`config.mk`:
```
export PLATFORM = sky130hd
export DESIGN_NAME = clock_mux_ctrl
export DESIGN_NICKNAME = d
export VERILOG_FILES = /design/src/rtl/clock_mux_pkg.sv /design/src/rtl/clock_activity_monitor.sv /design/src/rtl/clock_mux_ctrl.sv
export SDC_FILE = /design/constraint.sdc
export NUM_CORES = 1
export LEC_CHECK = 0
export ABC_AREA = 1
export CAP_MARGIN = 15
export CORE_ASPECT_RATIO = 0.75
export CORE_MARGIN = 4
export CORE_UTILIZATION = 30
export CTS_CLUSTER_SIZE = 8
export DETAILED_ROUTE_END_ITERATION = 16
export PLACE_DENSITY = 0.55
export SLEW_MARGIN = 5
export SYNTH_ARGS = -nofsm -noshare
export SYNTH_HDL_FRONTEND = slang
export SYNTH_SLANG_ARGS = --single-unit
```
`constraint.sdc`:
```
create_clock -name clk -period 1.6 [get_ports clk]
set_clock_uncertainty 0.05 [all_clocks]
set_input_delay 0.24 -clock clk [delete_from_list [all_inputs] [get_ports clk]]
set_output_delay 0.24 -clock clk [all_outputs]
set_load 0.005 [all_outputs]
```
`src/rtl/clock_mux_pkg.sv`:
```
// Shared types and default parameters for the clock mux sequencer and its
// per-source activity monitor.
package clock_mux_pkg;

  localparam int DEF_NUM_CLOCKS    = 3;
  localparam int DEF_WINDOW        = 1024;
  localparam int DEF_MIN_EDGES     = 4;
  localparam int DEF_DRAIN_CYCLES  = 16;
  localparam int DEF_SETTLE_CYCLES = 16;

  typedef enum logic [2:0] {
    ST_IDLE,
    ST_DRAIN,
    ST_CHECK,
    ST_SETTLE,
    ST_RUN,
    ST_FAIL
  } state_e;

endpackage

```
`src/rtl/clock_activity_monitor.sv`:
```
// Per-source liveness detector: synchronizes each divided-down source toggle,
// counts its edges over a shared window and latches an alive verdict per window.
module clock_activity_monitor
  import clock_mux_pkg::*;
#(
  parameter int NUM_CLOCKS = DEF_NUM_CLOCKS,
  parameter int WINDOW     = DEF_WINDOW,
  parameter int MIN_EDGES  = DEF_MIN_EDGES
) (
  input  logic                  clk,
  input  logic                  reset_n,
  input  logic [NUM_CLOCKS-1:0] clk_toggle,
  output logic [NUM_CLOCKS-1:0] clk_alive
);

  localparam int WIN_W  = $clog2(WINDOW);
  localparam int EDGE_W = $clog2(MIN_EDGES + 1);

  logic [NUM_CLOCKS-1:0] meta_q, meta_d;
  logic [NUM_CLOCKS-1:0] sync_q, sync_d;
  logic [NUM_CLOCKS-1:0] prev_q, prev_d;
  logic [NUM_CLOCKS-1:0] alive_q, alive_d;
  logic [NUM_CLOCKS-1:0] edge_det;
  logic [WIN_W-1:0]      win_q, win_d;
  logic [EDGE_W-1:0]     cnt_q [NUM_CLOCKS];
  logic [EDGE_W-1:0]     cnt_d [NUM_CLOCKS];
  logic                  win_last;

  always_comb begin
    meta_d   = clk_toggle;
    sync_d   = meta_q;
    prev_d   = sync_q;
    edge_det = sync_q ^ prev_q;
    win_last = (win_q == WIN_W'(WINDOW - 1));
    win_d    = win_last ? '0 : win_q + WIN_W'(1);
    alive_d  = alive_q;
    for (int i = 0; i < NUM_CLOCKS; i++) begin
      cnt_d[i] = cnt_q[i];
      if (win_last) begin
        // An edge landing on the closing cycle seeds the next window.
        alive_d[i] = (cnt_q[i] == EDGE_W'(MIN_EDGES));
        cnt_d[i]   = EDGE_W'(edge_det[i]);
      end else if (edge_det[i] && (cnt_q[i] != EDGE_W'(MIN_EDGES))) begin
        cnt_d[i] = cnt_q[i] + EDGE_W'(1);
      end
    end
  end

  always_ff @(posedge clk or negedge reset_n) begin
    if (!reset_n) begin
      meta_q  <= '0;
      sync_q  <= '0;
      prev_q  <= '0;
      alive_q <= '0;
      win_q   <= '0;
      for (int i = 0; i < NUM_CLOCKS; i++) cnt_q[i] <= '0;
    end else begin
      meta_q  <= meta_d;
      sync_q  <= sync_d;
      prev_q  <= prev_d;
      alive_q <= alive_d;
      win_q   <= win_d;
      cnt_q   <= cnt_d;
    end
  end

  assign clk_alive = alive_q;

endmodule

```
`src/rtl/clock_mux_ctrl.sv`:
```
// Sequencer for the glitch-free clock mux select: drains the old source,
// verifies the new one is running, settles, and drops a source that dies.
module clock_mux_ctrl
  import clock_mux_pkg::*;
#(
  parameter int NUM_CLOCKS    = DEF_NUM_CLOCKS,
  parameter int WINDOW        = DEF_WINDOW,
  parameter int MIN_EDGES     = DEF_MIN_EDGES,
  parameter int DRAIN_CYCLES  = DEF_DRAIN_CYCLES,
  parameter int SETTLE_CYCLES = DEF_SETTLE_CYCLES
) (
  input  logic                  clk,
  input  logic                  reset_n,
  input  logic [NUM_CLOCKS-1:0] clk_toggle,
  input  logic                  req_valid,
  input  logic [NUM_CLOCKS-1:0] req_sel,
  output logic [NUM_CLOCKS-1:0] clk_select,
  output logic [NUM_CLOCKS-1:0] clk_alive,
  output logic                  busy,
  output logic                  ready,
  output logic                  error
);

  localparam int CNT_MAX = (DRAIN_CYCLES > SETTLE_CYCLES) ? DRAIN_CYCLES : SETTLE_CYCLES;
  localparam int CNT_W   = (CNT_MAX > 1) ? $clog2(CNT_MAX) : 1;

  state_e                state_q, state_d;
  logic [NUM_CLOCKS-1:0] target_q, target_d;
  logic [NUM_CLOCKS-1:0] sel_q, sel_d;
  logic [CNT_W-1:0]      cnt_q, cnt_d;
  logic                  busy_q, busy_d;
  logic                  ready_q, ready_d;
  logic                  error_q, error_d;
  logic                  multi_hot, target_alive, take_req, reject;

  clock_activity_monitor #(
    .NUM_CLOCKS (NUM_CLOCKS),
    .WINDOW     (WINDOW),
    .MIN_EDGES  (MIN_EDGES)
  ) u_monitor (
    .clk        (clk),
    .reset_n    (reset_n),
    .clk_toggle (clk_toggle),
    .clk_alive  (clk_alive)
  );

  always_comb begin
    state_d      = state_q;
    target_d     = target_q;
    cnt_d        = cnt_q;
    reject       = 1'b0;
    multi_hot    = ((req_sel & (req_sel - NUM_CLOCKS'(1))) != '0);
    target_alive = |(clk_alive & target_q);
    // A dying source in RUN takes precedence over any request that cycle.
    take_req     = req_valid && ((state_q == ST_IDLE) || (state_q == ST_FAIL) ||
                                 ((state_q == ST_RUN) && target_alive));

    if (take_req) begin
      if (multi_hot) begin
        reject = 1'b1;
      end else if (!((state_q == ST_RUN) && (req_sel == target_q))) begin
        target_d = req_sel;
        cnt_d    = '0;
        state_d  = ST_DRAIN;
      end
    end

    case (state_q)
      ST_DRAIN: begin
        if (cnt_q == CNT_W'(DRAIN_CYCLES - 1)) begin
          cnt_d   = '0;
          state_d = (target_q == '0) ? ST_IDLE : ST_CHECK;
        end else begin
          cnt_d = cnt_q + CNT_W'(1);
        end
      end
      ST_CHECK:  state_d = target_alive ? ST_SETTLE : ST_FAIL;
      ST_SETTLE: begin
        if (cnt_q == CNT_W'(SETTLE_CYCLES - 1)) begin
          cnt_d   = '0;
          state_d = ST_RUN;
        end else begin
          cnt_d = cnt_q + CNT_W'(1);
        end
      end
      ST_RUN:    if (!target_alive) state_d = ST_FAIL;
      default:   ;
    endcase

    // Outputs are registered from the next state so the mux select never glitches.
    sel_d   = ((state_d == ST_SETTLE) || (state_d == ST_RUN)) ? target_d : '0;
    busy_d  = (state_d == ST_DRAIN) || (state_d == ST_CHECK) || (state_d == ST_SETTLE);
    ready_d = (state_d == ST_RUN);
    error_d = (state_d == ST_FAIL) || reject;
  end

  always_ff @(posedge clk or negedge reset_n) begin
    if (!reset_n) begin
      state_q  <= ST_IDLE;
      target_q <= '0;
      sel_q    <= '0;
      cnt_q    <= '0;
      busy_q   <= 1'b0;
      ready_q  <= 1'b0;
      error_q  <= 1'b0;
    end else begin
      state_q  <= state_d;
      target_q <= target_d;
      sel_q    <= sel_d;
      cnt_q    <= cnt_d;
      busy_q   <= busy_d;
      ready_q  <= ready_d;
      error_q  <= error_d;
    end
  end

  assign clk_select = sel_q;
  assign busy       = busy_q;
  assign ready      = ready_q;
  assign error      = error_q;

endmodule

```
# After elaboration in Yosys (flattened, before gate mapping)
# Index checks and enable logic that the tools add are counted.
# Widths: inputs -> output; s select.
# word_totals
regBits	47
input_bits	9
out_inout_bits	9
word_cells	94
# classes
add_sub_neg	6
n_eq_ne	21
n_mux	27
bitwise	3
n_reduce_logical	22
# ops
op	count
$mux 3	17
$eq 3x3->1 const B	7
$mux 4	5
$eq 3x2->1 const B	4
$pmux 3 s4	1
$add 10x1->10 const B	1
$eq 10x10->1 const B	1
$mux 10	1
$add 3x1->3 const B	3
$ne 3x3->1 const B	3
$reduce_bool 2->1	4
$and 3x3->3	2
$eq 3x1->1 const B	2
$logic_and 1x1->1	6
$logic_not 3->1	2
$logic_or 1x1->1	6
$add 4x1->4 const B	1
$eq 4x4->1 const B	1
$ne 2x2->1 const B	2
$eq 3x3->1	1
$reduce_and 3->1	1
$reduce_bool 3->1	1
$reduce_or 3->1	1
$sub 3x1->3 const B	1
4 further kinds	5

# Longest topological paths before layout
# Gate-level depths: netlist of run 1.
# logic_depth
depth_word	11
mapped_depth	12
ltp_nobuf	12

# Modules after synthesis
# Synthesis of run 1 repeated with hierarchy kept, for this count alone.
# hier_totals
hier_cells	284
area_unflattened_um2	2419.8
# modules_own_cells
module	n_inst	cells_per_inst	area_each_um2	seq_area_each_um2
clock_activity_monitor	1	161	1471.4	775.7
clock_mux_ctrl	1	123	948.4	400.4

# Worst setup path before layout of run 1
# No wires, ideal clock.
# synth_path
kind	flip-flop to flip-flop
start	reg u_monitor.win_q[0]
end	reg u_monitor.cnt_q[1] (netlist bit)
arrival_ns	1.409
t_required_ns	1.431
setup_slack_ns	0.021
stages_incl_launch_ff	10
synth_period_minus_slack_ns	1.579
path_cell_list	dfrtp_1 ha_1 nand2_1 nor2_2 nand4_1 nor2_1 nand3_1 buf_2 a31oi_1 inv_1
# synth_between
elab_chain_cells	2
# synth_lines
item	line_no	rtl
start: declaration	clock_activity_monitor.sv:24	logic [WIN_W-1:0] win_q, win_d;
start signal: assignment	clock_activity_monitor.sv:62	win_q <= win_d;
$eq 10x10->1 *	clock_activity_monitor.sv:34	win_last = (win_q == WIN_W'(WINDOW - 1));
$mux 3 or $reduce_bool 2->1 (tied branches)	-	
end signal: assignment	clock_activity_monitor.sv:63	cnt_q <= cnt_d;
end: declaration	clock_activity_monitor.sv:25	logic [EDGE_W-1:0] cnt_q [NUM_CLOCKS];
# Every way passes the cells marked *; elsewhere a longest branch is shown, timed or not.
# A chain may end at the register's enable or synchronous reset.

# Worst setup path in the final report of run 1
# layout_path
start	reg state_q[2]
end	reg error_q, in the netlist error
# layout_between
elab_chain_cells	9
# layout_lines
item	line_no	rtl
start: declaration	clock_mux_ctrl.sv:27	state_e state_q, state_d;
start signal: assignment	clock_mux_ctrl.sv:107	state_q <= state_d;
$eq 3x3->1, or another cell as far along	clock_mux_ctrl.sv:56, clock_mux_ctrl.sv:61, clock_mux_ctrl.sv:68	
$logic_and 1x1->1, or another cell as far along	clock_mux_ctrl.sv:61	end else if (!((state_q == ST_RUN) && (req_sel == target_q))) begin
$mux 3 or $logic_or 1x1->1 (tied branches)	clock_mux_ctrl.sv:61, clock_mux_ctrl.sv:55	
$mux 3 or $logic_and 1x1->1 (tied branches)	clock_mux_ctrl.sv:59, clock_mux_ctrl.sv:55	
$mux 3	clock_mux_ctrl.sv:58	if (take_req) begin
$mux 3 (on tied branches)	clock_mux_ctrl.sv:86, clock_mux_ctrl.sv:70, clock_mux_ctrl.sv:79	
$pmux 3 s4 *	clock_mux_ctrl.sv:68	case (state_q)
named net state_d[0]	clock_mux_ctrl.sv:27	
$eq 3x3->1 *	clock_mux_ctrl.sv:94	error_d = (state_d == ST_FAIL) || reject;
$logic_or 1x1->1 *	clock_mux_ctrl.sv:94	
named net error_d	clock_mux_ctrl.sv:33	logic error_q, error_d;
end signal: assignment	clock_mux_ctrl.sv:113	error_q <= error_d;
end: declaration	clock_mux_ctrl.sv:33	
# The timed path passes the listed nets; every way through them passes the cells marked *.

==> results.json, run 1 <==
{
  "cts_buffers": 5,
  "firstDrtPassIters": 4,
  "synth-seq-cells": 47,
  "cp-start-kind": "flop",
  "place_area_um2": 2810,
  "grtUsageTotal": 0.114,
  "totalWireLength_um": 4980,
  "diodes": 0,
  "critical_path.max_fanout": 6,
  "syn_area_um2": 2260,
  "cts_root_buf": "clkbuf_8",
  "min_period_over_period": 1.04,
  "hp-class": "reg2reg",
  "largest_reg_flops": 10,
  "ctsHtreeMaxLevel": 2,
  "dieWidth_um": 108,
  "layout.cells.non_filler": 430,
  "slew_headroom": 0.749,
  "top_register": "u_monitor.win_q",
  "fin_area_um2": 3370,
  "nFillCells": 693,
  "synth-edff-count": 0,
  "worst_slack_ps": -63.8,
  "cp_slowest_cell": "dfrtp_2",
  "postLayoutCoreUtil": 0.460,
  "status": "finished with violations",
  "total_power_mw": 4.79,
  "holdWs_ps": 306,
  "gr-total-overflow": 0,
  "vias": 1873,
  "worst_pin_slew_ps": 374,
  "dp.cells": 407,
  "worst_skew_pair.late_latency_ps": 310,
  "final_cell_mix": "dfrtp_1, buf_4, nand2_1, inv_1, nand2_2",
  "drive_above_1_share": 0.429,
  "clkTransAtPathRegs_ps": 90,
  "yosysWarnings": 0,
  "path_buf_inv": 1,
  "period_needed_ps": 1660,
  "drc": 0,
  "hpwl_um": 3290,
  "rsz0062_at_grt": "yes",
  "initialDrtViolationCount": 62,
  "cpPeakStageDelay_ps": 480,
  "synth_nets": 274,
  "slew_violations": 0,
  "timing.fmax_mhz": 601,
  "async_flop_share": 1.00,
  "ant_nets": 0,
  "io_buffers": 17,
  "cts.path.max_buffers": 2,
  "dieHeight_um": 83.2,
  "peakVddDrop_mv": 0.844,
  "avgSynthCellArea_um2": 8.80,
  "synthFlopType": "dfrtp_1",
  "violations": "negative setup slack",
  "core-area_um2": 7330,
  "wl_per_cell_um": 11.6,
  "ys_seq_area_frac": 0.520,
  "area_growth_syn_to_layout_pct": 49.1,
  "hold_violations": 0,
  "critPathCaptureType": "flop",
  "critPathKind": "reg2reg",
  "p_leak_nw": 1.67,
  "finalSetupTns_ps": -619,
  "vias_per_cell": 4.36,
  "die_area_um2": 9010,
  "antenna_found_initial": 0,
  "grt_pass1_vias": 1797,
  "gp_congestion": 0.812,
  "dp_slack_ps": -352,
  "initial_utilization": 0.309,
  "rows": 27,
  "nets": 346,
  "final_common_cell": "dfrtp_1",
  "synth_cells": 257,
  "cts_tree": "built",
  "top_regs": "u_monitor.win_q x10, u_monitor.cnt_q x9, cnt_q x4",
  "arrival_ps": 1840,
  "grt_max_degree": 48,
  "crit_family": "simple AND/OR/NAND/NOR gates",
  "setup_viol": 14,
  "clock_sinks": 47,
  "grt_pass1_wl_um": 8310,
  "io_pins": 18,
  "worstPathRequired_ps": 1780,
  "pwr_density_cell_nw_per_um2": 1420,
  "ys_types": 30,
  "maxCapViolCount": 0,
  "crit_chain": "nor3_2 > inv_1 > nand2_1 > nand2_1 > nand3_1 > nand2_4 > nand2_4 > nand3_4 > o21ai_4"
}
## report_power, final
part	switching (mW)	total, mW	internal [mW]	leakage [nW]
Combinational	1.10	2.18	1.07	1.04
Clock	0.422	0.879	0.458	0.0502
Sequential	0.250	1.73	1.48	0.579
Total	1.77	4.79	3.01	1.67
## cells in the mapped netlist, types with 4 or more instances
cell type	instances	area share
ha_1	8	0.044
inv_1	40	0.066
nor2_1	17	0.028
nand3_1	15	0.033
nor3_1	5	0.011
xor2_1	7	0.027
nand2_1	59	0.098
or2_2	4	0.011
a21oi_1	13	0.029
dfrtp_1	47	0.52
o21ai_0	9	0.020
nor2_2	4	0.011
## cells by family after synthesis
group           synth area share
compound gates            0.0785
xor+xnor                  0.0271
fa+ha+maj                 0.0442
buf+inv                   0.0774
flops                      0.520
mux                      0.00442
simple gates               0.248
## layout make-up
class / count / area (µm²) / share of cell area
Inverter: 44 / 173 / 0.0512
Multi-Input combinational cell: 165 / 1200 / 0.356
Sequential cell: 47 / 1180 / 0.350
Clock inverter: 2 / 37.5 / 0.0111
Tap cell: 101 / 126 / 0.0375
Timing Repair Buffer: 66 / 586 / 0.174
Clock buffer: 5 / 68.8 / 0.0204
## layer usage
metal	track usage	part of all wire
met4	0.0424	0.011
met1	0.169	0.52
met2	0.163	0.44
met3	0.0249	0.027
met5	0	0
## path summary, 6_finish.rpt
| path | slack [ps] | start | endpoint | cells after the start |
|---|---|---|---|---|
| worst max register to register | -60 | state_q[2]$_DFF_PN0_ | error$_DFF_PN0_ | 9 |
| max in group asynchronous | 870 | reset_n | u_monitor.cnt_q[1]$_DFFE_PN0P_ | 3 |
| worst min-delay path | 310 | u_monitor.meta_q[1]$_DFF_PN0_ | u_monitor.prev_d[1]$_DFF_PN0_ | 0 |
| worst max-delay path | -60 | state_q[2]$_DFF_PN0_ | error$_DFF_PN0_ | 9 |
| worst min register to register | 310 | u_monitor.meta_q[1]$_DFF_PN0_ | u_monitor.prev_d[1]$_DFF_PN0_ | 0 |
| min in group asynchronous | 390 | reset_n | state_q[0]$_DFF_PN0_ | 3 |
## repair_timing
action,4_1_cts,5_1_grt
setup endpoints to repair,18,32
resized for setup,45,59
pin swaps,12,28
hold buffers,1,0
hold endpoints to repair,47,0
setup buffers,7,8
## worst reg2reg max path, stage by stage (launching register included)
cell and delay, ps:
dfrtp_2 480, nor3_2 320, inv_1 120, nand2_1 100, nand2_1 70, nand3_1 130, nand2_4 90, nand2_4 90
nand3_4 70, o21ai_4 80
No activity file was read; power rests on OpenSTA's default activity.
==> run 2: changes to the inputs <==
--- a/config.mk
+++ b/config.mk
@@ -10,6 +10,7 @@
 export CORE_ASPECT_RATIO = 0.75
 export CORE_MARGIN = 4
 export CORE_UTILIZATION = 30
+export CTS_BUF_LIST = sky130_fd_sc_hd__clkbuf_4 sky130_fd_sc_hd__clkbuf_8
 export CTS_CLUSTER_SIZE = 8
 export DETAILED_ROUTE_END_ITERATION = 16
 export PLACE_DENSITY = 0.55
==> results of run 2 <==
Final layout, timing and power as in run 1 (identical DEF).
